### src/rtl/relu_maxpool2x2_pkg.sv
// Shared float32 layer constants and helpers for the conv/pool stages.
// Latency: n/a (constants and a pure function only).
// Backpressure: n/a.
package relu_maxpool2x2_pkg;

   localparam int          FP_W     = 32;
   localparam int          SIGN_BIT = 31;
   localparam logic [31:0] POS_ZERO = 32'h0000_0000;

   // Any sign-set pattern, including -0.0, collapses to +0.0 so that every
   // downstream comparison can treat operands as plain unsigned integers.
   function automatic logic [FP_W-1:0] relu_f32(input logic [FP_W-1:0] x);
      return x[SIGN_BIT] ? POS_ZERO : x;
   endfunction

endpackage

### src/rtl/relu_maxpool2x2_fmax2.sv
// relu_fmax2: ReLU both float32 operands, then pick the larger one.
// Latency: combinational. Backpressure: none.
// Ports: a, b (float32 in), y (max of the two rectified operands).
module relu_fmax2
   import relu_maxpool2x2_pkg::*;
(
   input  logic [FP_W-1:0] a,
   input  logic [FP_W-1:0] b,
   output logic [FP_W-1:0] y
);

   logic [FP_W-1:0] a_r;
   logic [FP_W-1:0] b_r;

   always_comb begin
      a_r = relu_f32(a);
      b_r = relu_f32(b);
      // Both operands are non-negative after ReLU, so the IEEE ordering
      // equals the unsigned ordering of the exponent+mantissa bits.
      y   = (a_r[SIGN_BIT-1:0] >= b_r[SIGN_BIT-1:0]) ? a_r : b_r;
   end

endmodule

### src/rtl/relu_maxpool2x2.sv
// ReLU followed by 2x2/stride-2 max pooling over a raster float32 stream.
// Latency: one cycle from the closing input pixel (odd row, odd col) to valid_out.
// Backpressure: none; valid_in bubbles of any length are tolerated.
// Ports: clk, rst (async active-low), valid_in/data_in (pixel stream),
//        valid_out/data_out (pooled pixel), frame_done (with last pooled pixel).
module relu_maxpool2x2
   import relu_maxpool2x2_pkg::*;
#(
   parameter int DATA_WIDTH = FP_W,
   parameter int WIDTH      = 56,
   parameter int HEIGHT     = 56
)
(
   input  logic                  clk,
   input  logic                  rst,
   input  logic                  valid_in,
   input  logic [DATA_WIDTH-1:0] data_in,
   output logic                  valid_out,
   output logic [DATA_WIDTH-1:0] data_out,
   output logic                  frame_done
);

   localparam int CW       = $clog2(WIDTH);
   localparam int RW       = $clog2(HEIGHT);
   localparam int LBW      = (CW > 1) ? CW - 1 : 1;
   localparam int LB_DEPTH = WIDTH / 2;

   logic [CW-1:0]         col_q, col_d;
   logic [RW-1:0]         row_q, row_d;
   logic [DATA_WIDTH-1:0] hold_q, hold_d;
   logic [DATA_WIDTH-1:0] data_out_q, data_out_d;
   logic                  valid_out_q, valid_out_d;
   logic                  frame_done_q, frame_done_d;

   // One horizontal max per pooled column of the even row.
   logic [DATA_WIDTH-1:0] lb_mem [LB_DEPTH];
   logic [LBW-1:0]        lb_idx;
   logic                  lb_we;
   logic [DATA_WIDTH-1:0] lb_rd;

   logic [DATA_WIDTH-1:0] hmax;
   logic [DATA_WIDTH-1:0] vmax;
   logic                  last_col;
   logic                  last_row;

   assign lb_idx   = LBW'(col_q >> 1);
   assign lb_rd    = lb_mem[lb_idx];
   assign last_col = (col_q == CW'(WIDTH - 1));
   assign last_row = (row_q == RW'(HEIGHT - 1));

   // hold_q is already rectified; the second ReLU inside is a no-op for it.
   relu_fmax2 u_hmax (
      .a (hold_q),
      .b (data_in),
      .y (hmax)
   );

   relu_fmax2 u_vmax (
      .a (lb_rd),
      .b (hmax),
      .y (vmax)
   );

   always_comb begin
      col_d        = col_q;
      row_d        = row_q;
      hold_d       = hold_q;
      data_out_d   = data_out_q;
      valid_out_d  = 1'b0;
      frame_done_d = 1'b0;
      lb_we        = 1'b0;

      if (valid_in) begin
         if (last_col) begin
            col_d = '0;
            row_d = last_row ? '0 : row_q + 1'b1;
         end else begin
            col_d = col_q + 1'b1;
         end

         if (!col_q[0]) begin
            hold_d = relu_f32(data_in);
         end else if (!row_q[0]) begin
            lb_we = 1'b1;
         end else begin
            valid_out_d  = 1'b1;
            data_out_d   = vmax;
            frame_done_d = last_col && last_row;
         end
      end
   end

   always_ff @(posedge clk or negedge rst) begin
      if (!rst) begin
         col_q        <= '0;
         row_q        <= '0;
         hold_q       <= POS_ZERO;
         data_out_q   <= POS_ZERO;
         valid_out_q  <= 1'b0;
         frame_done_q <= 1'b0;
      end else begin
         col_q        <= col_d;
         row_q        <= row_d;
         hold_q       <= hold_d;
         data_out_q   <= data_out_d;
         valid_out_q  <= valid_out_d;
         frame_done_q <= frame_done_d;
      end
   end

   // No reset: every entry is rewritten by the even row before it is read.
   always_ff @(posedge clk) begin
      if (lb_we) begin
         lb_mem[lb_idx] <= hmax;
      end
   end

   assign valid_out  = valid_out_q;
   assign data_out   = data_out_q;
   assign frame_done = frame_done_q;

endmodule

### config.mk
export PLATFORM = sky130hd
export DESIGN_NAME = relu_maxpool2x2
export DESIGN_NICKNAME = d
export VERILOG_FILES = /design/src/rtl/relu_maxpool2x2_pkg.sv /design/src/rtl/relu_maxpool2x2_fmax2.sv /design/src/rtl/relu_maxpool2x2.sv
export SDC_FILE = /design/constraint.sdc
export NUM_CORES = 1
export LEC_CHECK = 0
export ABC_AREA = 1
export BUFFER_PORTS_ARGS = -buffer_cell sky130_fd_sc_hd__buf_2
export CAP_MARGIN = 25
export CORE_ASPECT_RATIO = 1.1
export CORE_MARGIN = 4
export CORE_UTILIZATION = 58
export CTS_BUF_LIST = sky130_fd_sc_hd__clkbuf_8 sky130_fd_sc_hd__clkbuf_16
export DETAILED_ROUTE_END_ITERATION = 8
export GPL_TIMING_DRIVEN = 1
export PLACE_DENSITY = 0.74
export SLEW_MARGIN = 15
export SYNTH_ARGS = -nofsm -noshare
export SYNTH_HDL_FRONTEND = slang
export SYNTH_SLANG_ARGS = --single-unit
### constraint.sdc
create_clock -name clk -period 5.46 [get_ports clk]
set_clock_uncertainty 0.05 [all_clocks]
set_input_delay 1.092 -clock clk [delete_from_list [all_inputs] [get_ports clk]]
set_output_delay 1.092 -clock clk [all_outputs]
set_load 0.02 [all_outputs]
==> flow_summary.toml, run 1 <==
[outcome]
outcome = "complete, no violations"

[power]
power.leakage_nw = 18.5
switching_power_mw = 10.2
sequentialPowerShare = 0.375
p_per_area_nw_per_um2 = 562
combPwrFrac = 0.385
internal_power_mw = 15.2
clkPwrFrac = 0.240
total_power_mw = 25.4
ir_drop_mv = 0.648
sw_frac_of_total = 0.401

[die]
pin_count = 69
die_h_um = 284
core-area_um2 = 68100
placementRows = 100
start_util = 0.589
dieArea_um2 = 73400
die_w_um = 259

[synth]
synth.cell_area_um2 = 40100
syn-num-nets = 3929
synth-seq-cells = 944
yosysSeqAreaShare = 0.697
netlist.area_leader.share = 0.650
synth_cells = 3830
synth_area_leaders = "edfxtp_1, nand2_1, dfrtp_1, ha_1, a21oi_1"
synth_cell_types = 24
synth_top_area_cell = "edfxtp_1"
ys_warn_count = 0
avgSynthCellArea_um2 = 10.5

[global_route]
grtUsageTotal = 0.300
antenna_found_initial = 0
grt_pass1_wl_mm = 166
overflow = 0
first_global_vias = 27300
grt_max_degree = 153

[cts]
clk_path_buf_depth = 3
clk_pin_slew_ns = 0.06
hold_buffers = 0
insertion_delay_ns = 0.65
postCtsSetupRepairBufs = 0
tritoncts = "yes"
clock-sinks = 944
cts.repair.resized = 0
numCtsBuffers = 91
cts-root-buf = "clkbuf_16"
htreeDepth = 3

[place]
port-buffer-count = 67
place_hpwl_mm = 63.6
globalplace.congestion = 0.920

[timing]
hold_ws_ns = 0.272
fin_crit_sh = 0.842
setup_violations = 0
rsz0062_at_grt = "false"
finalSetupTns_ns = 0
slew_viol_final = 0
fin_crit_ns = 4.60
hold_viol = 0
slew_headroom = 0.299
fmax_mhz = 217
worstMarginPinSlew_ns = 1.05

[cells_and_area]
register_area_um2 = 28000
syn_to_final_growth_pct = 12.6
drive_above_1_share = 0.0869
nFillCells = 5087
multi_input_area_um2 = 11100
fin_nets = 4019

[route]
wl_per_cell_um = 22.5
drt_iter0_drc = 3498
num_vias = 28500
viasPerCell = 5.81
drt_pre_antenna_iters = 6
ant_nets = 0
drc_errors = 0
wl_mm = 111

[worst_setup_path]
endpoint_kind = "flop"
reg2reg_slack_ns = 0.86
crit_type = "flop to flop"
worstPathArrival_ns = 5.08
start_kind = "flop"
path_max_fanout = 56
worstPathRequired_ns = 5.94

[run]
maxCapViolCount = 0

[min_path]
hold_path_class = "primary input to asynchronous set/reset pin"
kinds of logic (layout without fill, tap and decap cells):
family          Yosys count  in the layout  share of synthesized area
buf+inv                 331            494                     0.0331
flops                   944            944                      0.697
simple gates           2265           2265                      0.221
other cells               1              2                  0.0000935
fa+ha+maj                64             64                     0.0200
compound gates          224            224                     0.0282
xor+xnor                  1              1                   0.000218
metrics by stage:
step / utilization / cells / instance area (um2) / setup WS, ns
2_1_floorplan: - / 3830 / 40100 / 0.463
5_1_grt: 0.663 / 4911 / 45200 / 0.648
4_1_cts: 0.663 / 4909 / 45100 / 0.886
3_5_place_dp: 0.620 / 4743 / 42200 / 0.576
6_report: 0.663 / 4912 / 45200 / 0.861
3_3_place_gp: 0.620 / 4743 / 42200 / 0.660
Yosys cell counts (all sizes together):
library cell	instances
nor3	11
a21oi	149
xor2	1
clkbuf	99
ha	64
nand3	138
nand2	1920
o22ai	2
nand4	68
inv	154
edfxtp	868
nor3b	1
o21ai	70
buf	78
conb	1
dfrtp	76
a21o	3
nor2	127
cell usage in the layout (no fill, tap or decap), types with 2 or more instances in the layout:
cell / instances
a21o_1: 3
a21oi_1: 149
buf_12: 25
buf_2: 66
buf_4: 82
bufinv_16: 7
clkbuf_16: 91
clkinv_1: 21
clkinv_16: 2
clkinv_2: 18
clkinv_8: 2
clkinvlp_4: 2
dfrtp_1: 74
dfrtp_4: 2
edfxtp_1: 868
ha_1: 64
inv_1: 167
inv_2: 2
inv_4: 2
inv_6: 3
nand2_1: 1920
nand3_1: 138
nand4_1: 68
nor2_1: 93
nor2_4: 33
nor3_1: 6
nor3_2: 4
o21ai_0: 49
o21ai_1: 21
o22ai_1: 2
worst max-delay path, stage by stage (launching register included):
cell and delay (ns):
dfrtp_4 0.66, buf_4 0.35, nor2_4 0.08, buf_4 0.38, nand2_1 0.14, nand2_1 0.05
o21ai_0 0.34, nand3_1 0.18, nor2_1 0.47, inv_1 0.09, ha_1 0.33, nand3_1 0.10
nor2_1 0.15, inv_1 0.07, nor3_1 0.17, nand2_1 0.07, nand3_1 0.08, buf_4 0.35
a21oi_1 0.15, nand2_1 0.09, nand2_1 0.05
power by group through the flow:
stage	Clock [mW]	Combinational (mW)	Sequential, mW
floorplan	0	5.92	9.66
global placement	0	9.36	9.65
CTS	6.14	9.60	9.51
finish	6.10	9.76	9.52
global route	6.45	10.7	9.54
detailed placement	0	9.55	9.65
cell type report:
cell class | count | share of cell area
sequential | 944 | 0.619
multi-input combinational | 2555 | 0.246
clock buffer | 92 | 0.0507
timing repair buffer | 174 | 0.0326
tap | 918 | 0.0254
inverter | 154 | 0.0131
clock inverter | 74 | 0.0130
antenna | 1 | 0.0000554
per-layer routing:
metal / GRT usage / vias to the layer above / part of all wire
li1: - / 12900 / -
met1: 0.399 / 13700 / 0.37
met2: 0.486 / 1590 / 0.48
met3: 0.0515 / 341 / 0.096
met4: 0.141 / 0 / 0.053
met5: 0 / - / 0
flip-flops by register name (all words and copies together), names as in the netlist:
name and count:
lb_mem 868, data_out 31, hold_q 31, col_q 6, row_q 6, frame_done 1, valid_out 1
path summary, 6_finish.rpt:
check                                            to               startpoint  cells after the start
hold / removal                  valid_out$_DFF_PN0_                      rst                      1
max in group asynchronous  data_out[24]$_DFFE_PN0P_                      rst                      2
setup / recovery            data_out[4]$_DFFE_PN0P_     col_q[1]$_DFFE_PN0P_                     20
min in group clk            data_out[0]$_DFFE_PN0P_  data_out[0]$_DFFE_PN0P_                      2
hold reg to reg             data_out[0]$_DFFE_PN0P_  data_out[0]$_DFFE_PN0P_                      2
setup reg to reg            data_out[4]$_DFFE_PN0P_     col_q[1]$_DFFE_PN0P_                     20
Note: power is estimated with default switching activity, not from simulation.
==> inputs of run 2 (changes only) <==
==> constraint.sdc (replaced) <==
create_clock -name clk -period 4.7 [get_ports clk]
set_clock_uncertainty 0.05 [all_clocks]
set_input_delay 0.94 -clock clk [delete_from_list [all_inputs] [get_ports clk]]
set_output_delay 0.94 -clock clk [all_outputs]
set_load 0.02 [all_outputs]
==> flow_summary.toml, run 2 (synthesis gave the netlist of run 1 again) <==
[global_route]
busiest_layer = "met2"
use_met1 = 0.402
met3_usage = 0.0419
antenna_found_initial = 0
first_global_vias = 27500
grt_pass1_wl_mm = 164
grt_use_met2 = 0.490
grtUsageTotal = 0.297
overflow = 0
grt_max_degree = 88

[worst_setup_path]
endpoint_kind = "flop"
worstPathArrival_ns = 4.82
start_kind = "flop"
crit_type = "flop to flop"
path_max_fanout = 59
worstPathRequired_ns = 5.17

[cts]
clock-sinks = 944
tritoncts = "yes"
hold_buffers = 0
insertion_delay_ns = 0.65
cts.repair.resized = 0
postCtsSetupRepairBufs = 0
clk_path_buf_depth = 3
clk_pin_slew_ns = 0.06
htreeDepth = 3
numCtsBuffers = 91
cts-root-buf = "clkbuf_16"

[timing]
fin_crit_sh = 0.926
fin_crit_ns = 4.35
worstMarginPinSlew_ns = 1.08
setup_violations = 0
slew_viol_final = 0
setup_slack_ns = 0.347
finalSetupTns_ns = 0
slew_headroom = 0.282
fmax_mhz = 230
hold_viol = 0
rsz0062_at_grt = "false"
hold_ws_ns = 0.349

[die]
die_h_um = 284
pin_count = 69
dieArea_um2 = 73400
core-area_um2 = 68100
start_util = 0.589
die_w_um = 259
placementRows = 100

[power]
power.leakage_nw = 18.8
total_power_mw = 29.7
ir_drop_mv = 0.696
p_per_area_nw_per_um2 = 650

[min_path]
hold_path_class = "primary input to asynchronous set/reset pin"

[route]
ant_nets = 0
viasPerCell = 5.76
drt_pre_antenna_iters = 6
drt_iter0_drc = 3473
wl_mm = 110
wl_per_cell_um = 22.2
drc_errors = 0
num_vias = 28600

[place]
preCtsSetupSlack_ns = -0.0711
dp_cells = 4793
globalplace.congestion = 0.903
place_hpwl_mm = 63.6
port-buffer-count = 67

[cells_and_area]
stdcell_count = 4963
fin_nets = 4069
diodes = 0
final_cell_mix = "nand2_1, edfxtp_1, inv_1, a21oi_1, nand3_1"
drive_above_1_share = 0.104
syn_to_final_growth_pct = 14.1
nFillCells = 4994
largest_reg_flops = 868
largest_register = "lb_mem"
final_common_cell = "nand2_1"

[run]
maxCapViolCount = 0

[outcome]
outcome = "complete, no violations"
run 2: changes by cell type in the layout (fill, tap and decap cells not counted), moves of 2 or more:
| cell | previous run | this run |
|---|---|---|
| nand2_1 | 1920 | 1894 |
| buf_4 | 82 | 118 |
| nand2_2 | 0 | 25 |
| clkinv_16 | 2 | 0 |
| clkbuf_16 | 91 | 94 |
| clkinv_1 | 21 | 18 |
| buf_12 | 25 | 40 |
| inv_1 | 167 | 173 |
run 2: final timing paths:
path | cells past startpoint | slack, ns | from | end
worst max-delay path | 22 | 0.35 | col_q[1]$_DFFE_PN0P_ | data_out[27]$_DFFE_PN0P_
worst min-delay path | 1 | 0.35 | rst | hold_q[20]$_DFFE_PN0P_
worst max register to register | 22 | 0.35 | col_q[1]$_DFFE_PN0P_ | data_out[27]$_DFFE_PN0P_
worst min register to register | 2 | 0.44 | data_out[11]$_DFFE_PN0P_ | data_out[11]$_DFFE_PN0P_
max in group asynchronous | 1 | 3.50 | rst | col_q[2]$_DFFE_PN0P_
min in group clk | 2 | 0.44 | data_out[11]$_DFFE_PN0P_ | data_out[11]$_DFFE_PN0P_
run 2: stage by stage:
step                      area, um2   util
after floorplan               40200      -
after global placement        42800  0.629
after detailed placement      42800  0.629
after CTS                     45700  0.672
after global routing          45800  0.672
final                         45800  0.672
run 2: worst max-delay path, cell delays in order, from the launching register on:
cell and delay [ns]:
dfrtp_4 0.70, inv_8 0.24, nor2_4 0.64, buf_4 0.37, nand2_1 0.07, nand4_1 0.12, nand2_1 0.08, nand3_1 0.10
nor2_1 0.06, buf_4 0.16, inv_1 0.06, ha_1 0.25, a21oi_1 0.18, nand2_1 0.07, nand2_1 0.05, nand2_1 0.05
a21oi_1 0.12, nand3_1 0.16, inv_1 0.15, buf_4 0.24, nand3_1 0.11, nand2_1 0.07, nand2_1 0.04
run 2: report_power, final:
group          internal, mW  leakage (nW)  switching [mW]  total (mW)
logic                  3.33          8.48            8.31        11.6
clock network          3.97          1.51            3.08        7.04
registers              10.7          8.78           0.369        11.1
total                  18.0          18.8            11.8        29.7
run 2: cell type report:
class	instances	area, um2	share of cell area
repair buffers	224	2020	0.0441
multi-input cells	2555	11200	0.244
inverters	154	591	0.0129
clock buffers	95	2370	0.0517
flip-flops and latches	944	28000	0.611
well taps	918	1150	0.0251
clock inverters	73	509	0.0111
run 2: routing by layer:
| layer | routed length [um] | part of all wire |
|---|---|---|
| met1 | 40500 | 0.37 |
| met5 | 0 | 0 |
| met2 | 53300 | 0.48 |
| met3 | 11400 | 0.10 |
| met4 | 4970 | 0.045 |
